File: src/rtl/hpi_bus_ctrl.sv
// Purpose: HPI chip-reset sequencer, strobe timer and round-robin arbiter for two requesters.
// Latency: req-sampling edge to done is 1+SETUP_CYC+STROBE_CYC+HOLD_CYC cycles; all outputs registered.
// Backpressure: requests are accepted only in IDLE; a requester keeps req high until its done pulse.
//
// Ports: clk_clk/reset_reset_n (clock, async active-low reset), sw_rst (soft chip reset),
//   a_*/b_* requester ports (req/we/addr/wdata in, gnt/done/rdata out), ready (not in reset),
//   hpi_* pins (addr, cs_n, rd_n, wr_n, rst_n, dout, dout_en out; din in).
module hpi_bus_ctrl #(
  parameter int SETUP_CYC    = 2,
  parameter int STROBE_CYC   = 4,
  parameter int HOLD_CYC     = 2,
  parameter int RST_CYC      = 50000,
  parameter int POST_RST_CYC = 1000
) (
  input  logic        clk_clk,
  input  logic        reset_reset_n,
  input  logic        sw_rst,
  input  logic        a_req,
  input  logic        a_we,
  input  logic [1:0]  a_addr,
  input  logic [15:0] a_wdata,
  output logic        a_gnt,
  output logic        a_done,
  output logic [15:0] a_rdata,
  input  logic        b_req,
  input  logic        b_we,
  input  logic [1:0]  b_addr,
  input  logic [15:0] b_wdata,
  output logic        b_gnt,
  output logic        b_done,
  output logic [15:0] b_rdata,
  output logic        ready,
  output logic [1:0]  hpi_addr,
  output logic        hpi_cs_n,
  output logic        hpi_rd_n,
  output logic        hpi_wr_n,
  output logic        hpi_rst_n,
  output logic [15:0] hpi_dout,
  output logic        hpi_dout_en,
  input  logic [15:0] hpi_din
);

  localparam int MAX_T1  = (SETUP_CYC > STROBE_CYC) ? SETUP_CYC : STROBE_CYC;
  localparam int MAX_T2  = (MAX_T1 > HOLD_CYC) ? MAX_T1 : HOLD_CYC;
  localparam int MAX_T3  = (MAX_T2 > RST_CYC) ? MAX_T2 : RST_CYC;
  localparam int MAX_ALL = (MAX_T3 > POST_RST_CYC) ? MAX_T3 : POST_RST_CYC;
  localparam int CW      = $clog2(MAX_ALL + 1);

  // Counter load values: a timed state lasts (load + 1) cycles.
  localparam logic [CW-1:0] SETUP_LD  = CW'(SETUP_CYC - 1);
  localparam logic [CW-1:0] STROBE_LD = CW'(STROBE_CYC - 1);
  localparam logic [CW-1:0] HOLD_LD   = CW'(HOLD_CYC - 1);
  localparam logic [CW-1:0] RST_LD    = CW'(RST_CYC - 1);
  localparam logic [CW-1:0] POST_LD   = CW'(POST_RST_CYC - 1);

  typedef enum logic [2:0] {
    RST_HOLD, RST_WAIT, IDLE, SETUP, STROBE, HOLD, DONE
  } state_t;

  state_t         state, state_d;
  logic [CW-1:0]  cnt, cnt_d;
  logic           we_q, we_d;
  logic [1:0]     addr_q, addr_d;
  logic [15:0]    wdata_q, wdata_d;
  // port_q doubles as the "served last" record for tie-breaking (1 = B).
  logic           port_q, port_d;
  logic           capture;
  logic           busy_d, owned_d;

  always_ff @(posedge clk_clk or negedge reset_reset_n) begin
    if (!reset_reset_n) state <= RST_HOLD;
    else                state <= state_d;
  end

  always_comb begin
    state_d = state;
    cnt_d   = cnt;
    we_d    = we_q;
    addr_d  = addr_q;
    wdata_d = wdata_q;
    port_d  = port_q;
    capture = 1'b0;
    case (state)
      RST_HOLD: begin
        if (cnt == '0) begin state_d = RST_WAIT; cnt_d = POST_LD; end
        else cnt_d = cnt - 1'b1;
      end
      RST_WAIT: begin
        if (cnt == '0) state_d = IDLE;
        else cnt_d = cnt - 1'b1;
      end
      IDLE: begin
        if (sw_rst) begin
          state_d = RST_HOLD;
          cnt_d   = RST_LD;
        end else if (a_req && (!b_req || port_q)) begin
          state_d = SETUP;
          cnt_d   = SETUP_LD;
          port_d  = 1'b0;
          we_d    = a_we;
          addr_d  = a_addr;
          wdata_d = a_wdata;
        end else if (b_req) begin
          state_d = SETUP;
          cnt_d   = SETUP_LD;
          port_d  = 1'b1;
          we_d    = b_we;
          addr_d  = b_addr;
          wdata_d = b_wdata;
        end
      end
      SETUP: begin
        if (cnt == '0) begin state_d = STROBE; cnt_d = STROBE_LD; end
        else cnt_d = cnt - 1'b1;
      end
      STROBE: begin
        if (cnt == '0) begin
          state_d = HOLD;
          cnt_d   = HOLD_LD;
          capture = !we_q;  // edge ending the last strobe cycle samples the bus
        end else cnt_d = cnt - 1'b1;
      end
      HOLD: begin
        if (cnt == '0) state_d = DONE;
        else cnt_d = cnt - 1'b1;
      end
      DONE:    state_d = IDLE;
      default: state_d = RST_HOLD;
    endcase
  end

  // Outputs are registered from the next state so pins change on the same
  // edge as the state they belong to.
  assign busy_d  = (state_d == SETUP) || (state_d == STROBE) || (state_d == HOLD);
  assign owned_d = busy_d || (state_d == DONE);

  always_ff @(posedge clk_clk or negedge reset_reset_n) begin
    if (!reset_reset_n) begin
      cnt         <= RST_LD;
      we_q        <= 1'b0;
      addr_q      <= 2'd0;
      wdata_q     <= 16'd0;
      port_q      <= 1'b1;
      hpi_rst_n   <= 1'b0;
      hpi_cs_n    <= 1'b1;
      hpi_rd_n    <= 1'b1;
      hpi_wr_n    <= 1'b1;
      hpi_dout_en <= 1'b0;
      hpi_addr    <= 2'd0;
      hpi_dout    <= 16'd0;
      ready       <= 1'b0;
      a_gnt       <= 1'b0;
      b_gnt       <= 1'b0;
      a_done      <= 1'b0;
      b_done      <= 1'b0;
      a_rdata     <= 16'd0;
      b_rdata     <= 16'd0;
    end else begin
      cnt         <= cnt_d;
      we_q        <= we_d;
      addr_q      <= addr_d;
      wdata_q     <= wdata_d;
      port_q      <= port_d;
      hpi_rst_n   <= (state_d != RST_HOLD);
      ready       <= (state_d != RST_HOLD) && (state_d != RST_WAIT);
      hpi_cs_n    <= !busy_d;
      hpi_rd_n    <= !((state_d == STROBE) && !we_d);
      hpi_wr_n    <= !((state_d == STROBE) && we_d);
      hpi_dout_en <= busy_d && we_d;
      hpi_addr    <= addr_d;
      hpi_dout    <= wdata_d;
      a_gnt       <= owned_d && !port_d;
      b_gnt       <= owned_d && port_d;
      a_done      <= (state_d == DONE) && !port_d;
      b_done      <= (state_d == DONE) && port_d;
      if (capture) begin
        if (port_q) b_rdata <= hpi_din;
        else        a_rdata <= hpi_din;
      end
    end
  end

endmodule

File: config.mk
export PLATFORM = sky130hd
export DESIGN_NAME = hpi_bus_ctrl
export DESIGN_NICKNAME = d
export VERILOG_FILES = /design/src/rtl/hpi_bus_ctrl.sv
export SDC_FILE = /design/constraint.sdc
export NUM_CORES = 1
export LEC_CHECK = 0
export ABC_AREA = 1
export BUFFER_PORTS_ARGS = -buffer_cell sky130_fd_sc_hd__buf_4
export CAP_MARGIN = 20
export CORE_MARGIN = 3
export CORE_UTILIZATION = 51
export DETAILED_ROUTE_END_ITERATION = 10
export PLACE_DENSITY = 0.8
export SKIP_CTS_REPAIR_TIMING = 1
export SLEW_MARGIN = 20
export SYNTH_ARGS = -nofsm -noshare
export SYNTH_HDL_FRONTEND = slang
export SYNTH_SLANG_ARGS = --single-unit
File: constraint.sdc
create_clock -name clk_clk -period 2 [get_ports clk_clk]
set_input_delay 0.1 -clock clk_clk [delete_from_list [all_inputs] [get_ports clk_clk]]
set_output_delay 0.1 -clock clk_clk [all_outputs]
set_load 0.05 [all_outputs]
## Word level (Yosys, flattened, before mapping)

Index checks and enable logic that the tools add are counted.

- Reduce and logical (&&, ||, !) cells: 30
- Eq/ne operators: 13
- Add/sub/neg operators: 1
- Bitwise logic cells: 2
- Muxes and demuxes: 31

Operators with widths:

| cell | number |
|---|---|
| 2-to-1 mux 16 bit | 9 |
| one-hot mux 16 bit (5 select lines) | 1 |
| 2-to-1 mux 3 bit | 8 |
| one-hot mux 3 bit (7 select lines) | 1 |
| equality test 3 bit (second input constant) | 6 |
| logical NOT 16 bit | 1 |
| subtractor 16 x 1 -> 16 bit (second input constant) | 1 |
| 2-to-1 mux 1 bit | 10 |
| equality test 3 x 2 -> 1 bit (second input constant) | 3 |
| logical AND 1 bit | 9 |
| logical NOT 1 bit | 7 |
| AND reduction 3 bit | 2 |
| nonzero test 5 bit | 1 |
| logical OR 1 bit | 4 |
| 2-to-1 mux 2 bit | 2 |
| != test 4 bit (second input constant) | 1 |
| AND reduction 2 bit | 2 |
| equality test 3 x 1 -> 1 bit (second input constant) | 1 |
| logical NOT 3 bit | 1 |
| != test 3 x 1 -> 1 bit (second input constant) | 1 |
| nonzero test 3 bit | 1 |
| != test 2 bit (second input constant) | 1 |
| NOT 1 bit | 2 |
| nonzero test 2 bit | 1 |
| OR reduction 2 bit | 1 |

- Output and inout bits: 60
- Bits of input ports: 59
- Logic and storage cells: 95
- Register bits: 81

## Logic depth before layout (Yosys ltp)

Gate-level depths: netlist of run 1.

- Depth after elaboration: 11
- Mapped depth: 14
- Depth with buffers taken out: 14

## Worst setup path before layout of run 1

OpenSTA, ideal clock, no wires.

- Path kind: register -> register
- Start: register cnt[0]
- End: register cnt[14]
- Path buffers: 0
- Period minus slack after synthesis: 1.678 ns
- Data arrival time: 1.598 ns
- Slack: 0.322 ns
- Data required time: 1.920 ns
- Stages on the path, launching flop included: 14
- Library setup time: 0.080 ns
- Cell sequence: dfstp_2 > inv_1 > ha_1 > inv_1 > nor2_1 > nand2_1 > nor2_2 > nand2_4 > clkinv_2 > nand2_1 > nand2_1 > nand2_1 > nand2_1 > a21boi_0

- Longest elaborated chain between the ends: 3
- Elaborated cells on any way between the ends: 9
- Those cells by class: 1 x add/sub; 1 x eq/ne; 5 x mux; 2 x reduce/logical

Ends and longest elaborated chain:

| element | line | source |
|---|---|---|
| start, declared | 61 | `logic [CW-1:0] cnt, cnt_d;` |
| start signal, assigned | 159 | `cnt <= cnt_d;` |
| subtractor 16 x 1 -> 16 bit / logical NOT 16 bit (equally long branches) | - |  |
| 2-to-1 mux 16 bit, or another cell as far along | 89, 124 |  |
| one-hot mux 16 bit (5 select lines) / AND reduction 3 bit (equally long branches) | - |  |

Parallel ways exist; a longest one is shown, timed or not. The select of a mux whose other input is x is not followed.
A chain may end at the register's enable or synchronous reset.

## Worst setup path in the final report of run 1

Same ends and word-level chain as after synthesis.

==> results of run 1 <==
-- cells in the mapped netlist (all sizes together), types with 2 or more instances --
cell type	instances	share of area, %
a21boi	6	1.2
a21oi	5	0.65
a31oi	19	3.1
buf	14	2.1
dfrtp	68	44
dfstp	13	8.9
ha	2	0.65
inv	54	5.3
nand2	128	13
nand3	25	4.1
nand4	3	0.49
nor2	55	6.3
nor3	2	0.26
o21ai	48	6.7
xor2	8	1.8
-- power breakdown --
group | switching (W) | internal [W]
Sequential | 0.0000180 | 0.00167
Combinational | 0.000230 | 0.000149
Clock | 0.000581 | 0.000728
Total | 0.000829 | 0.00255
-- cell families after synthesis --
| group | synth area share [%] |
|---|---|
| AND/OR/NAND/NOR | 24.4 |
| adder cells (fa/ha/maj) | 0.654 |
| buffers and inverters | 7.58 |
| AO/OA/AOI/OAI | 12.2 |
| XOR/XNOR | 1.83 |
| flip-flops | 53.4 |
-- flip-flops by register name (all words and copies together) (netlist names) --
| register | flops |
|---|---|
| a_done | 1 |
| a_gnt | 1 |
| a_rdata | 16 |
| addr_q | 2 |
| b_done | 1 |
| b_gnt | 1 |
| b_rdata | 16 |
| cnt | 16 |
| hpi_cs_n | 1 |
| hpi_dout_en | 1 |
| hpi_rd_n | 1 |
| hpi_rst_n | 1 |
| hpi_wr_n | 1 |
| port_q | 1 |
| ready | 1 |
| state | 3 |
| wdata_q | 16 |
| we_q | 1 |
-- stage by stage --
step / cell area (µm²) / hold slack [ns] / setup TNS (ns)
after floorplan: 3830 / -0.196 / 0
after global placement: 4860 / 0.126 / 0
after detailed placement: 4860 / 0.133 / 0
after CTS: 5070 / -0.257 / 0
after global routing: 5130 / 0.00309 / -0.141
final: 5130 / 0.000895 / 0
-- placed cells by master, fill, tap and decap left out --
cell	count
buf_4	127
nand2_1	121
dfrtp_1	68
inv_1	52
nor2_1	46
o21ai_1	32
nand3_1	19
a31oi_1	19
o21ai_0	14
dfstp_2	13
clkbuf_8	10
xor2_1	8
nor2_2	6
nand2_2	5
nand3_2	5
a21oi_1	5
nor2_4	3
a21boi_1	3
nand4_1	3
a21boi_0	3
buf_12	3
nand2_4	2
clkinv_2	2
nor3_1	2
ha_1	2
bufinv_16	2
clkinvlp_4	2
o21ai_4	1
o21ai_2	1
inv_2	1
nand3_4	1
inv_4	1
a21o_1	1
or2_0	1
o21bai_1	1
o21a_1	1
dlygate4sd3_1	1
-- cell type report --
class | count | area [µm²] | area share [%]
timing repair buffer | 131 | 1020 | 20.0
clock inverter | 5 | 80.1 | 1.56
multi-input combinational | 305 | 1510 | 29.5
sequential | 81 | 2040 | 39.9
clock buffer | 10 | 138 | 2.68
inverter | 55 | 210 | 4.10
tap | 96 | 120 | 2.34
-- per-layer routing --
layer	wire length [µm]	up-vias	global-route usage [%]
li1	-	1698	-
met1	3850	1600	28.5
met2	4640	101	37.2
met3	667	20	6.82
met4	184	0	8.30
met5	0	-	0
-- worst max-delay path, stage by stage (launching register included) --
cell and delay [ns]:
dfstp_2 0.54, inv_1 0.08, ha_1 0.20, inv_1 0.05
nor2_1 0.03, nand2_1 0.07, nor2_2 0.06, nand2_4 0.10
clkinv_2 0.13, nand2_1 0.12, nand2_1 0.09, nand2_2 0.13
nand2_1 0.07, a21boi_0 0.16
-- how the worst max path moves through the flow --
| stage | endpoint | startpoint |
|---|---|---|
| after CTS | cnt[12]$_DFFE_PN0P_ | cnt[0]$_DFFE_PN1P_ |
| final | cnt[14]$_DFFE_PN1P_ | cnt[0]$_DFFE_PN1P_ |
| after global routing | cnt[6]$_DFFE_PN1P_ | cnt[0]$_DFFE_PN1P_ |
| after global placement | cnt[13]$_DFFE_PN0P_ | cnt[0]$_DFFE_PN1P_ |
| after floorplan | cnt[14]$_DFFE_PN1P_ | cnt[0]$_DFFE_PN1P_ |
| after detailed placement | cnt[12]$_DFFE_PN0P_ | cnt[0]$_DFFE_PN1P_ |
==> results.json, run 1 <==
{
  "maxSlewViolCount": 0,
  "drc": 0,
  "syn_inst": 456,
  "antennaDiodeCount": 0,
  "hp-class": "input port to register",
  "powerDensity_mw_per_mm2": 659,
  "critPathCaptureType": "register",
  "initial_core_util_pct": 54.5,
  "cts_max_level": 3,
  "clk_pin_slew_ns": 0.08,
  "finalCritPeriodShare_pct": 95.3,
  "syn-cell-area_mm2": 0.00383,
  "grt_pass1_wl_mm": 15.5,
  "ys_async_sr_fraction_pct": 100,
  "yosysSeqAreaShare_pct": 53.4,
  "rows": 30,
  "antenna_found_initial": 0,
  "leakagePower_nw": 2.71,
  "totalWireLength_mm": 9.34,
  "synth_top_flop_cell": "dfrtp_1",
  "reg2reg_from": "cnt[0]$_DFFE_PN1P_",
  "root_buffer": "clkbuf_8",
  "core_mm2": 0.00702,
  "crit_required_ns": 2.27,
  "synth_nets": 517,
  "routedWlPerCell_um": 13.7,
  "dr.first_iter.drc_count": 185,
  "holdCritStartpoint": "hpi_din[6]",
  "total_power_w": 0.00338,
  "clock_path_buffers": 2,
  "die-area_mm2": 0.00858,
  "fin_nets": 644,
  "vias": 3419,
  "layout-drive-gt1-share_pct": 31.5,
  "postLayoutSetupSlackWorst_ns": 0.0948,
  "worstSkewPairLatency_ns": 0.35,
  "cp.arrival_ns": 2.17,
  "synth_cell_types": 33,
  "reg2reg_depth": 13,
  "cts_tree": "built",
  "yosys_warnings": 0,
  "layout.cells.non_filler": 683,
  "clock-sinks": 81,
  "finalHoldViolCount": 0,
  "io_buffers": 118,
  "dp_slack_ns": 0.106,
  "holdPathEnd": "b_rdata[6]$_DFFE_PN0P_",
  "timing.fmax_ghz": 0.525,
  "r2r_slack_ns": 0.09,
  "setup_viol": 0,
  "die_h_um": 92.6,
  "grtUsageTotal_pct": 22.7,
  "finalCriticalPeriod_ns": 1.91,
  "dp_hpwl_mm": 6.80,
  "timing.rr.end": "cnt[14]$_DFFE_PN1P_",
  "worstMarginPinSlew_ns": 0.555,
  "synth_edf_count": 0,
  "cts_buffers": 9,
  "path_max_fanout": 7,
  "ir_drop_uv": 563,
  "gp_congestion": 0.898,
  "drtPass1Iterations": 6,
  "fill_cells": 530,
  "status": "finished, final reports clean",
  "drtAntennaViolNets": 0,
  "grt_max_degree": 46,
  "holdPathStages": 3,
  "dpl.cell_count": 664,
  "grt.overflow.total": 0,
  "pin_count": 119,
  "finalClockSkew_ns": 0.0117,
  "area_delta_synth_final_pct": 33.9,
  "avgSynthCellArea_um2": 8.39,
  "cp-start-kind": "register",
  "critPathKind": "register to register",
  "via_per_inst": 5.01,
  "synth_seq_cells": 81,
  "die_w_um": 92.6,
  "utilization_pct": 73.0,
  "first_global_vias": 3342,
  "drv_cap": 0,
  "slew_headroom_pct": 63.0
}
(Power assumes the default switching activity.)
==> inputs of run 2 (changes only) <==
CORE_UTILIZATION = 50   (was 51)
PLACE_DENSITY = 0.78   (was 0.8)
==> run 2 against run 1 <==
Against the previous run: the run now ends with hold timing left; die area increased by 1.9%; total power is 5.1% lower; cell count increased by 1.3%; clock skew is 0.0021 ns higher; hold slack lost 0.0053 ns; register-to-register slack improved by 0.05 ns; first-iteration DRC count is 15% lower; sequential share of layout area decreased by 0.19 points; sequential power about the same; critical path depth fell by 1; final area increased by 0.49%.
==> results.json, run 2 (synthesized netlist as in run 1, its figures left out) <==
{
  "pin_count": 119,
  "io_buffers": 118,
  "status": "finished with violations",
  "critPathCaptureType": "register",
  "critPathKind": "register to register",
  "holdWs_ns": -0.00440,
  "timing.fmax_ghz": 0.540,
  "core_mm2": 0.00733,
  "grt_max_degree": 38,
  "drv_cap": 0,
  "area_delta_synth_final_pct": 34.6,
  "cts_buffers": 9,
  "switching_power_w": 0.000905,
  "p_sw_share_pct": 28.2,
  "grt_pass1_wl_mm": 15.3,
  "first_global_vias": 3315,
  "worstSkewPairLatency_ns": 0.36,
  "grt.overflow.total": 0,
  "clkPwrFrac_pct": 35.0,
  "violations": "hold timing",
  "rows": 31,
  "critPathLaunch": "cnt[0]$_DFFE_PN1P_",
  "routedWlPerCell_um": 13.4,
  "root_buffer": "clkbuf_8",
  "antenna_found_initial": 0,
  "die-area_mm2": 0.00874,
  "leakagePower_nw": 2.71,
  "finalClockSkew_ns": 0.0139,
  "drc": 0,
  "cts_tree": "built",
  "gp_congestion": 0.914,
  "cts_max_level": 3,
  "initial_core_util_pct": 52.2,
  "postLayoutSetupSlackWorst_ns": 0.147,
  "dpl.cell_count": 666,
  "worstMarginPinSlew_ns": 0.483,
  "totalWireLength_mm": 9.26,
  "dr.first_iter.drc_count": 157,
  "cp-start-kind": "register",
  "antennaDiodeCount": 0,
  "vias": 3444,
  "ir_drop_uv": 347,
  "fin_area_mm2": 0.00515,
  "drtAntennaViolNets": 0,
  "slew_headroom_pct": 67.8,
  "finalCriticalPeriod_ns": 1.85,
  "p_int_w": 0.00230,
  "clock_path_buffers": 2,
  "place_area_mm2": 0.00485,
  "dp_hpwl_mm": 6.73,
  "powerDensity_mw_per_mm2": 622,
  "clock-sinks": 81,
  "layout-drive-gt1-share_pct": 30.4,
  "hp-class": "input port to register",
  "crit_required_ns": 2.28,
  "drtPass1Iterations": 5,
  "grtUsageTotal_pct": 22.0,
  "maxSlewViolCount": 0,
  "finalCritPeriodShare_pct": 92.7,
  "fin_nets": 649,
  "setup_viol": 0,
  "fill_cells": 532,
  "layout.cells.non_filler": 692,
  "via_per_inst": 4.98,
  "die_h_um": 93.5,
  "die_w_um": 93.5,
  "reg2reg_from": "cnt[0]$_DFFE_PN1P_",
  "rsz0062_at_grt": "true",
  "clk_pin_slew_ns": 0.10,
  "tns_ns": 0,
  "holdCritStartpoint": "hpi_din[15]",
  "mostFrequentLayoutCells": "123 x nand2_1, 123 x buf_4, 68 x dfrtp_1",
  "seq_power_share_pct": 52.8,
  "dp_slack_ns": 0.0623,
  "finalHoldViolCount": 5,
  "combPwrFrac_pct": 12.2,
  "cp.arrival_ns": 2.13,
  "path_max_fanout": 9
}
[run 2: cell type report]
class	count	area [µm²]	area share, %
clock buffer	9	124	2.40
clock inverter	7	57.6	1.12
inverter	55	208	4.03
multi-input combinational	305	1510	29.3
sequential	81	2040	39.7
tap	99	124	2.40
timing repair buffer	136	1080	21.0
[run 2: power groups by stage]
stage | sequential [W] | combinational, W | clock [W]
5_1_grt | 0.00170 | 0.000424 | 0.00121
3_5_place_dp | 0.00172 | 0.000380 | 0
3_3_place_gp | 0.00172 | 0.000377 | 0
4_1_cts | 0.00169 | 0.000380 | 0.00115
2_1_floorplan | 0.00183 | 0.0000745 | 0
6_report | 0.00169 | 0.000391 | 0.00112
[run 2: metrics by stage]
stage               utilization (%)  total power, W
global route                   70.3         0.00333
global placement               66.2         0.00210
finish                         70.3         0.00321
detailed placement             66.2         0.00210
CTS                            68.7         0.00322
floorplan                         -         0.00190
[run 2: worst max-delay path: stages (launching register included)]
cell,delay [ns]
dfstp_2,0.53
inv_1,0.08
ha_1,0.20
inv_1,0.05
nor2_1,0.03
nand2_1,0.07
nor2_2,0.05
nand3_1,0.13
nand3_4,0.15
buf_4,0.20
o21ai_1,0.14
nand2_1,0.06
nor2_1,0.09
[run 2: worst paths after layout]
path,slack [ns],endpoint,cells past startpoint
max in group asynchronous,1.05,hpi_cs_n$_DFF_PN1_,3
min in group asynchronous,0.24,cnt[5]$_DFFE_PN0P_,2
setup reg to reg,0.15,cnt[12]$_DFFE_PN0P_,12
hold / removal,-0.004,b_rdata[15]$_DFFE_PN0P_,3
setup / recovery,0.15,cnt[12]$_DFFE_PN0P_,12
hold reg to reg,0.49,b_rdata[9]$_DFFE_PN0P_,2
[run 2: layer usage]
layer  GRT usage, %  up-vias  part of all wire, %
met1           29.0     1603                   42
met4           5.98        0                  1.1
li1               -     1715                    -
met2           33.3      113                   48
met3           9.25       13                  9.5
met5              0        -                    0
